### src/rtl/seq_det_arbiter.sv
// seq_det_arbiter
//   Four-requester round-robin arbiter. Each granted frame samples
//   FRAME_LEN serial bits from the winner's d_in lane and runs a Moore
//   "101" detector on them, counting matches (saturating at 15).
//
// Parameters
//   FRAME_LEN   samples per granted frame (2..255)
//
// Build option
//   SEQ_DET_OVERLAP_EN  when defined, S101 -0-> S10 (overlapping detection);
//                       otherwise S101 -0-> S0.
//
// Ports
//   clk         rising-edge clock
//   reset_n     synchronous active-low reset
//   req[3:0]    level-sensitive frame requests
//   d_in[3:0]   serial data, bit i belongs to requester i
//   gnt[3:0]    one-hot grant (or zero)
//   busy        high while a frame is in progress
//   q_out       "101" detect flag of the granted stream
//   frame_done  one-cycle pulse on frame completion
//   match_id    index of the completed requester (valid with frame_done)
//   match_cnt   saturating match count of the frame (valid with frame_done)
module seq_det_arbiter #(
  parameter int unsigned FRAME_LEN = 16
) (
  input  logic       clk,
  input  logic       reset_n,
  input  logic [3:0] req,
  input  logic [3:0] d_in,
  output logic [3:0] gnt,
  output logic       busy,
  output logic       q_out,
  output logic       frame_done,
  output logic [1:0] match_id,
  output logic [3:0] match_cnt
);

  typedef enum logic [1:0] {IDLE, GRANT, DONE} state_t;
  typedef enum logic [1:0] {S0, S1, S10, S101} det_t;

  state_t     r_state;
  det_t       r_det;
  logic [3:0] r_gnt;
  logic [1:0] r_winner;
  logic [1:0] r_last;
  logic [7:0] r_bitcnt;
  logic [3:0] r_match_cnt;
  logic [1:0] r_match_id;

  state_t     w_state_nxt;
  det_t       w_det_adv;
  logic [1:0] w_rr_win;
  logic       w_rr_hit;
  logic       w_bit;
  logic       w_last_sample;
  logic       w_abort;

  // Round-robin search starting one past the last granted index.
  always_comb begin
    w_rr_win = '0;
    w_rr_hit = 1'b0;
    for (int unsigned i = 1; i <= 4; i++) begin
      if (!w_rr_hit && req[r_last + 2'(i)]) begin
        w_rr_hit = 1'b1;
        w_rr_win = r_last + 2'(i);
      end
    end
  end

  // Detector advance for the current sample of the winner's lane.
  always_comb begin
    w_bit     = d_in[r_winner];
    w_det_adv = S0;
    case (r_det)
      S0:   w_det_adv = w_bit ? S1 : S0;
      S1:   w_det_adv = w_bit ? S1 : S10;
      S10:  w_det_adv = w_bit ? S101 : S0;
      S101: begin
`ifdef SEQ_DET_OVERLAP_EN
        w_det_adv = w_bit ? S1 : S10;
`else
        w_det_adv = w_bit ? S1 : S0;
`endif
      end
      default: w_det_adv = S0;
    endcase
  end

  always_comb begin
    w_state_nxt   = r_state;
    w_last_sample = (r_bitcnt == 8'(FRAME_LEN - 1));
    w_abort       = !req[r_winner];
    case (r_state)
      IDLE:    if (w_rr_hit) w_state_nxt = GRANT;
      GRANT: begin
        if (w_abort)            w_state_nxt = IDLE;
        else if (w_last_sample) w_state_nxt = DONE;
      end
      DONE:    w_state_nxt = IDLE;
      default: w_state_nxt = IDLE;
    endcase
  end

  always_ff @(posedge clk) begin
    if (!reset_n) begin
      r_state     <= IDLE;
      r_det       <= S0;
      r_gnt       <= '0;
      r_winner    <= '0;
      r_last      <= 2'd3;
      r_bitcnt    <= '0;
      r_match_cnt <= '0;
      r_match_id  <= '0;
    end else begin
      r_state <= w_state_nxt;
      case (r_state)
        IDLE: begin
          if (w_rr_hit) begin
            r_gnt       <= 4'b0001 << w_rr_win;
            r_winner    <= w_rr_win;
            r_last      <= w_rr_win;
            r_bitcnt    <= '0;
            r_match_cnt <= '0;
            r_det       <= S0;
          end
        end
        GRANT: begin
          if (w_abort) begin
            r_gnt       <= '0;
            r_det       <= S0;
            r_bitcnt    <= '0;
            r_match_cnt <= '0;
          end else begin
            r_bitcnt <= r_bitcnt + 8'd1;
            if (w_det_adv == S101 && r_match_cnt != '1)
              r_match_cnt <= r_match_cnt + 4'd1;
            // Final sample still counts its match, but the detector drops
            // straight to S0 so q_out stays low outside GRANT.
            if (w_last_sample) begin
              r_det      <= S0;
              r_gnt      <= '0;
              r_match_id <= r_winner;
            end else begin
              r_det <= w_det_adv;
            end
          end
        end
        default: ;
      endcase
    end
  end

  assign gnt        = r_gnt;
  assign busy       = (r_state == GRANT);
  assign q_out      = (r_det == S101);
  assign frame_done = (r_state == DONE);
  assign match_id   = r_match_id;
  assign match_cnt  = r_match_cnt;

endmodule

### config.mk
export PLATFORM = sky130hd
export DESIGN_NAME = seq_det_arbiter
export DESIGN_NICKNAME = d
export VERILOG_FILES = /design/src/rtl/seq_det_arbiter.sv
export SDC_FILE = /design/constraint.sdc
export NUM_CORES = 1
export LEC_CHECK = 0
export ABC_AREA = 1
export BUFFER_PORTS_ARGS = -buffer_cell sky130_fd_sc_hd__buf_4
export CAP_MARGIN = 20
export CELL_PAD_IN_SITES_DETAIL_PLACEMENT = 1
export CELL_PAD_IN_SITES_GLOBAL_PLACEMENT = 2
export CORE_MARGIN = 2
export CORE_UTILIZATION = 32
export CTS_BUF_LIST = sky130_fd_sc_hd__clkbuf_8
export DETAILED_ROUTE_END_ITERATION = 16
export PLACE_DENSITY_LB_ADDON = 0.15
export REMOVE_ABC_BUFFERS = 1
export SLEW_MARGIN = 40
export SYNTH_ARGS = -nofsm -noshare
export SYNTH_HDL_FRONTEND = slang
export SYNTH_SLANG_ARGS = --single-unit
### constraint.sdc
create_clock -name clk -period 1.9 [get_ports clk]
set_input_delay 0.285 -clock clk [delete_from_list [all_inputs] [get_ports clk]]
set_output_delay 0.285 -clock clk [all_outputs]
set_load 0.05 [all_outputs]
== After elaboration in Yosys (flattened, before gate mapping) ==
Cells that the tools add are included.
Word-level totals
  output and inout port bits: 13
  bits in registers: 26
  bits of input ports: 10
  logic and storage cells: 90
Operators by class
  equal/unequal tests: 11
  reduce and logical (&&, ||, !) cells: 17
  muxes and demuxes: 43
  $lt $le $gt $ge: 5
  shift-type cells: 1
  add/subtract/negate cells: 5
Operator list (number)
  2-bit two-way mux: 12
  4-bit two-way mux: 6
  8-bit two-way mux: 2
  4-bit case mux with 2 select lines: 2
  8-bit case mux with 2 select lines: 1
  2-bit by 3-bit less-than comparator with 1-bit output (second input constant): 5
  1-bit binary-select mux with 2-bit select: 6
  1-bit two-way mux: 11
  3-bit AND reduction: 3
  8-bit by 1-bit adder with 8-bit output (second input constant): 1
  2-bit == test (second input constant): 4
  8-bit by 4-bit == test with 1-bit output (second input constant): 1
  2-bit case mux with 2 select lines: 2
  2-bit case mux with 3 select lines: 1
  2-bit AND reduction: 3
  2-bit adder (second input constant): 2
  4-bit by 1-bit adder with 4-bit output (second input constant): 1
  2-bit by 1-bit == test with 1-bit output (second input constant): 2
  1-bit logical AND: 4
  2-bit logical NOT: 2
  4-bit != test (second input constant): 1
  1-bit by 2-bit left shift with 4-bit output (first input constant): 1
  1-bit logical NOT: 3
  3-bit by 2-bit != test with 1-bit output (second input constant): 1
  5 further kinds: 5

== Depth between registers and ports, before layout ==
Gate-level depths: netlist (run 1).
  depth after elaboration: 16
  gate-level depth with buffers: 14
  depth with buffers taken out: 14

== Worst setup path before layout (run 1) ==
OpenSTA, ideal clock, no wires.
  path type: register to register
  from: register r_match_cnt[1] (netlist: match_cnt[1])
  to: register r_match_cnt[2] (netlist: match_cnt[2])
  arrival time: 1.565 ns
  data required time: 1.829 ns
  path slack: 0.264 ns
  clock period less this slack: 1.636 ns
  cell stages (with the launch flop): 7
  setup time: 0.071 ns
  path through: dfxtp_1 ha_1 inv_1 or2_2 a21oi_1 nand4_1 a21oi_1
On the way
  word-level cells in the longest chain between the ends: 4
  elaborated cells on any way between the ends: 8
  classes of those cells: add/sub (1); eq/ne (2); mux (3); reduce/logical (2)
RTL lines
  from (decl): RTL line 48  | logic [3:0] r_match_cnt;
  from (signal assigned): RTL line 137  | r_match_cnt <= r_match_cnt + 4'd1;
  4-bit by 1-bit adder with 4-bit output / 4-bit != test (equally long branches): RTL line 137, 136
  4-bit two-way mux / 1-bit logical AND (equally long branches): RTL line 136  | if (w_det_adv == S101 && r_match_cnt != '1)
  4-bit two-way mux / 3-bit by 2-bit != test with 1-bit output (equally long branches)
  4-bit case mux with 2 select lines / 3-bit AND reduction (equally long branches)
Several ways; a longest one is shown, not always the timed one. The select of a mux whose other input is x is not followed.
A chain may end at the register's enable or synchronous reset.

== Final worst setup path (run 1) ==
  from: register r_state[1]
  to: output port busy
On the way
  word-level cells in the longest chain between the ends: 1
RTL lines
  from (decl): RTL line 42  | state_t r_state;
  from (signal assigned): RTL line 116  | r_state <= w_state_nxt;
  2-bit by 1-bit == test with 1-bit output: RTL line 155  | assign busy = (r_state == GRANT);
  to (decl): RTL line 32  | output logic busy,
No other way between the ends.

==> impl_metrics.tcl, run 1 <==
set metrics [dict create \
    vias 1519 \
    cp.required_ns 1.62 \
    final_area_um2 1934 \
    die_height_um 74.83 \
    path_buf_inv 3 \
    holdBufCountCts 0 \
    fin_crit_sh 0.9166 \
    coreArea_um2 4786 \
    detail-route-antenna-nets 0 \
    postLayoutCoreUtil 0.4042 \
    critPathMostFrequentCell "inv_1" \
    vdd_drop_max_mv 0.4656 \
    dp_hpwl_um 3211 \
    die-area_um2 5599 \
    min_period_ns 1.742 \
    area_growth_pct 20.50 \
    syn-cell-area_um2 1605 \
    n_antenna_cell 0 \
    vias_per_cell 4.562 \
    place_area_um2 1858 \
    synth.yosys.seq_area_share 0.3242 \
    ys_ff_latch 26 \
    pwr_density_cell_nw_per_um2 1494 \
    crit_family "buffers and inverters" \
    wirelength_um 4043 \
    maxCapViolCount 0 \
    grt_pass1_vias 1498 \
    synthDistinctLibCells 32 \
    num_rows 25 \
    syn_avg_cell_area_um2 6.689 \
    fin_nets 279 \
    start_util 0.3354 \
    status "finished clean" \
    htreeDepth 1 \
    worst_path_max_delay_cell "dfxtp_1" \
    min_path_type "input port to flop" \
    cts_root_buffer "clkbuf_8" \
    drt_pre_antenna_iters 4 \
    synth.area.top_cells "dfxtp_1 32%, nand2_1 18%, a21oi_1 6.2%" \
    post-place-ws_ns 0.1509 \
    clock-sinks 26 \
    setup_viol 0 \
    synthCells 240 \
    netlist.area_leader.share 0.3242 \
    drv_slew 0 \
    yosysWarnings 0 \
    portBuffers 22 \
    gp_routability_congestion 0.7789 \
    final_common_cell "nand2_1" \
    cp_cell_sequence "inv_1, nand2_1, inv_1, buf_4" \
    final.setup_skew_ns 0.01393 \
    tightestPinTransition_ns 0.4123 \
    globalRouteTotalUtil 0.1565 \
    clk_path_buf_depth 2 \
    crit_path_end_kind "output pin" \
    mostFrequentLayoutCells "76 x nand2_1, 25 x dfxtp_1, 24 x buf_4, 23 x inv_1, 20 x a21oi_1" \
    wl_per_cell_um 12.14 \
    chipWidth_um 74.83 \
    fmax_mhz 574.2 \
    clk_pin_slew_ns 0.10 \
    netlist.top_cell.by_area "dfxtp_1" \
    final-hold-violation-count 0 \
    critPathArrivalTime_ns 1.46 \
    critPathMaxStageDelay_ns 0.34 \
    grt_max_degree 21 \
    cts_buffers 3 \
    insertion_delay_ns 0.28 \
    slew_headroom 0.7245 \
    grt-ovfl-total 0 \
    p_leak_nw 0.8910 \
    n_fill_cell 649 \
    startpoint_type "flop" \
    setup_slack_ns 0.1584 \
    cts_tree "done" \
    drive_gt1_frac 0.2180 \
    worstPathMaxFanout 7 \
    worstSetupPathType "flop to output pin" \
    drt_first_iter_violations 45 \
    drc 0 \
    grt_antenna_before_repair 0 \
    io_pins 23 \
    grt_pass1_wl_um 6748 \
]
[worst paths after layout]
kind	cells past startpoint	start	endpoint	slack, ns
worst min-delay path	2	reset_n	r_last[1]	0.27
worst max-delay path	4	r_state[1]	busy	0.16
worst min register to register	2	match_id[0]	match_id[0]	0.46
worst max register to register	10	r_last[0]	r_last[0]	0.21
[cell type report]
class | instances | area [um2] | share of cell area
multi-input combinational | 179 | 938.4 | 0.4851
sequential | 26 | 521.8 | 0.2697
timing repair buffer | 25 | 191.4 | 0.09897
inverter | 32 | 127.6 | 0.06598
tap | 67 | 83.83 | 0.04334
clock buffer | 3 | 41.29 | 0.02135
clock inverter | 1 | 30.03 | 0.01552
[stage by stage]
step	power (mW)	hold slack, ns	setup TNS (ns)	instances
floorplan	2.040	0.3836	0	237
global placement	2.446	0.4490	0	329
detailed placement	2.454	0.4536	0	329
CTS	2.923	0.2604	0	333
global route	3.138	0.2717	-0.001132	333
finish	2.890	0.2667	0	333
[Yosys cell counts]
cell type  count
inv_1         23
nand3_1       15
inv_6          1
nand2_1       76
nor2_2         1
o21ai_1        2
a21oi_2        2
o21bai_1       1
a21oi_1       20
or2_2          1
nor2_8         1
ha_1           2
and3_1         1
buf_6          1
xor2_1         6
nand2_8        2
o211ai_1       3
nand2_4        2
clkbuf_1       2
nor2_4         1
nor2_1        15
o21ai_0        8
nand2_2        7
nand4_1        5
nor3_1         3
dfxtp_1       26
inv_2          5
clkinv_1       2
o21ai_2        2
nand3_2        2
inv_4          1
or2_1          1
[kinds of logic after synthesis]
family | Yosys count | share of synthesized area
AOI/OAI and AO/OA | 38 | 0.1341
and+or+nand+nor | 133 | 0.4022
xor gates and xnor gates | 6 | 0.03274
buffers and inverters | 35 | 0.09120
DFF | 26 | 0.3242
adders and majority gates | 2 | 0.01559
[state kept, by name (all words and copies together) (netlist names)]
register	flops
r_det	2
r_bitcnt	8
gnt	4
r_last	2
r_state	2
r_winner	2
match_cnt	4
match_id	2
[per-layer routing]
| layer | global-route usage | vias to the layer above | wire (um) |
|---|---|---|---|
| met5 | 0 | - | 0 |
| met4 | 0.03571 | 0 | 22 |
| met3 | 0.02410 | 2 | 69 |
| met2 | 0.2710 | 9 | 1949 |
| met1 | 0.2051 | 694 | 2001 |
| li1 | - | 814 | - |
[power by group]
group	total, mW	internal, mW	switching [mW]
Clock	0.463	0.282	0.181
Sequential	0.774	0.659	0.115
Combinational	1.65	0.515	1.14
[what timing repair did]
action / 4_1_cts / 5_1_grt
endpoints found under the setup margin: 0 / 9
setup buffers: 0 / 0
gates resized for setup: 0 / 2
(Power assumes the default switching activity.)
==> run 2, diff against run 1 <==
Settings changed: REMOVE_ABC_BUFFERS 1 to unset.
==> run 2 against run 1 <==
Compared with the run above:
- die area is the same
- combinational power rose by 3%
- critical path depth stayed put
- critical path type unchanged
- maximum frequency down 2.1%
- sequential cell count unchanged
- hold slack better by 0.0078 ns
- clock power is 32% lower
==> impl_metrics.tcl, run 2 (synthesized netlist as in run 1, its figures left out) <==
set metrics [dict create \
    hold_start "reset_n" \
    area_growth_pct 19.49 \
    clk_pin_slew_ns 0.09 \
    chipWidth_um 74.83 \
    drv_slew 0 \
    mostFrequentLayoutCells "76 x nand2_1, 25 x buf_4, 24 x dfxtp_1, 23 x inv_1, 20 x a21oi_1" \
    n_antenna_cell 0 \
    min_period_ns 1.779 \
    drc 0 \
    fin_cells 333 \
    gp_routability_congestion 0.7904 \
    clk_path_buf_depth 2 \
    syn_nets 252 \
    min_path_type "input port to flop" \
    num_rows 25 \
    clock-sinks 26 \
    critPathArrivalTime_ns 1.49 \
    fin_crit_sh 0.9364 \
    grt_pass1_vias 1483 \
    tightestPinTransition_ns 0.4124 \
    worst_r2r_path_depth 12 \
    vias_per_cell 4.628 \
    grt_pass1_wl_um 6955 \
    crit_path_end_kind "output pin" \
    portBuffers 22 \
    rsz0062_at_grt "no" \
    maxCapViolCount 0 \
    insertion_delay_ns 0.27 \
    final_common_cell "nand2_1" \
    total_power_mw 2.785 \
    detail-route-antenna-nets 0 \
    start_util 0.3354 \
    post-place-ws_ns 0.1515 \
    setup_slack_ns 0.1208 \
    place_area_um2 1866 \
    setup_tns_ns 0 \
    pwr_density_cell_nw_per_um2 1452 \
    seq_area_um2 523.0 \
    dp_hpwl_um 3093 \
    cp.required_ns 1.62 \
    vdd_drop_max_mv 0.4189 \
    hold_depth 2 \
    final_area_um2 1918 \
    min_to "r_last[1]" \
    cts_buffers 3 \
    drt_pre_antenna_iters 4 \
    vias 1541 \
    rr_endpoint "match_cnt[1]" \
    multi_input_area_um2 943.4 \
    htreeDepth 1 \
    postLayoutCoreUtil 0.4008 \
    dp.cells 330 \
    worstPathMaxFanout 7 \
    cts_setup_buffers 0 \
    worst_r2r_startpoint "r_last[0]" \
    startpoint_type "flop" \
    n_fill_cell 647 \
    globalRouteTotalUtil 0.1567 \
    die-area_um2 5599 \
    cts_root_buffer "clkbuf_8" \
    final.setup_skew_ns 0.002326 \
    whs_ns 0.2745 \
    fin_nets 280 \
    worstSetupPathType "flop to output pin" \
    grt_antenna_before_repair 0 \
    status "finished clean" \
    setup_viol 0 \
    fmax_mhz 562.1 \
    p_leak_nw 0.8832 \
    coreArea_um2 4786 \
    final-hold-violation-count 0 \
    drt_first_iter_violations 45 \
    wl_per_cell_um 11.92 \
    cts_tree "done" \
    cts_resized 0 \
    grt_max_degree 21 \
    grt-ovfl-total 0 \
    largest_register_ffs 8 \
    top_register "r_bitcnt" \
    io_pins 23 \
    die_height_um 74.83 \
    slew_headroom 0.7244 \
    rrSetupSlack_ns 0.22 \
    drive_gt1_frac 0.2256 \
    wirelength_um 3971 \
    holdBufCountCts 0 \
]
[run 2: changes by cell type in the layout (fill, tap and decap cells not counted)]
cell	delta
nand3_1	-1
dfxtp_1	-1
buf_4	+1
nand3_2	+1
dfxtp_2	+1
bufinv_16	-1
[run 2: worst max-delay path, stage by stage, from the launching register on]
cell     delay [ns]
dfxtp_1        0.34
inv_1          0.05
nand2_1        0.31
inv_1          0.26
buf_4          0.25
[run 2: area by class of cell]
type | instances | area share
tap | 67 | 0.04371
clock buffer | 3 | 0.02153
sequential | 26 | 0.2727
inverter | 32 | 0.06654
multi-input combinational | 179 | 0.4918
timing repair buffer | 26 | 0.1037
[run 2: worst max-delay path by stage]
stage | end | depth (start not counted) | slack [ns] | start
after global placement | match_cnt[1] | 11 | 0.18 | r_winner[0]
after detailed placement | match_cnt[1] | 11 | 0.15 | r_winner[0]
after global routing | gnt[0] | 12 | 0.02 | r_last[0]
final | busy | 4 | 0.12 | r_state[1]
after CTS | busy | 4 | 0.12 | r_state[1]
after floorplan | match_cnt[2] | 6 | 0.26 | match_cnt[1]
[run 2: layer usage]
layer  vias to the layer above  share of wire  global-route usage
met1                       697           0.56              0.2382
met2                        19           0.41              0.2378
li1                        823              -                   -
met4                         0         0.0030             0.01786
met5                         -              0                   0
met3                         2          0.027             0.02811
[run 2: power breakdown]
group	total [mW]	switching, mW	internal (mW)
sequential	0.765	0.104	0.661
combinational	1.70	1.18	0.530
clock	0.315	0.173	0.142
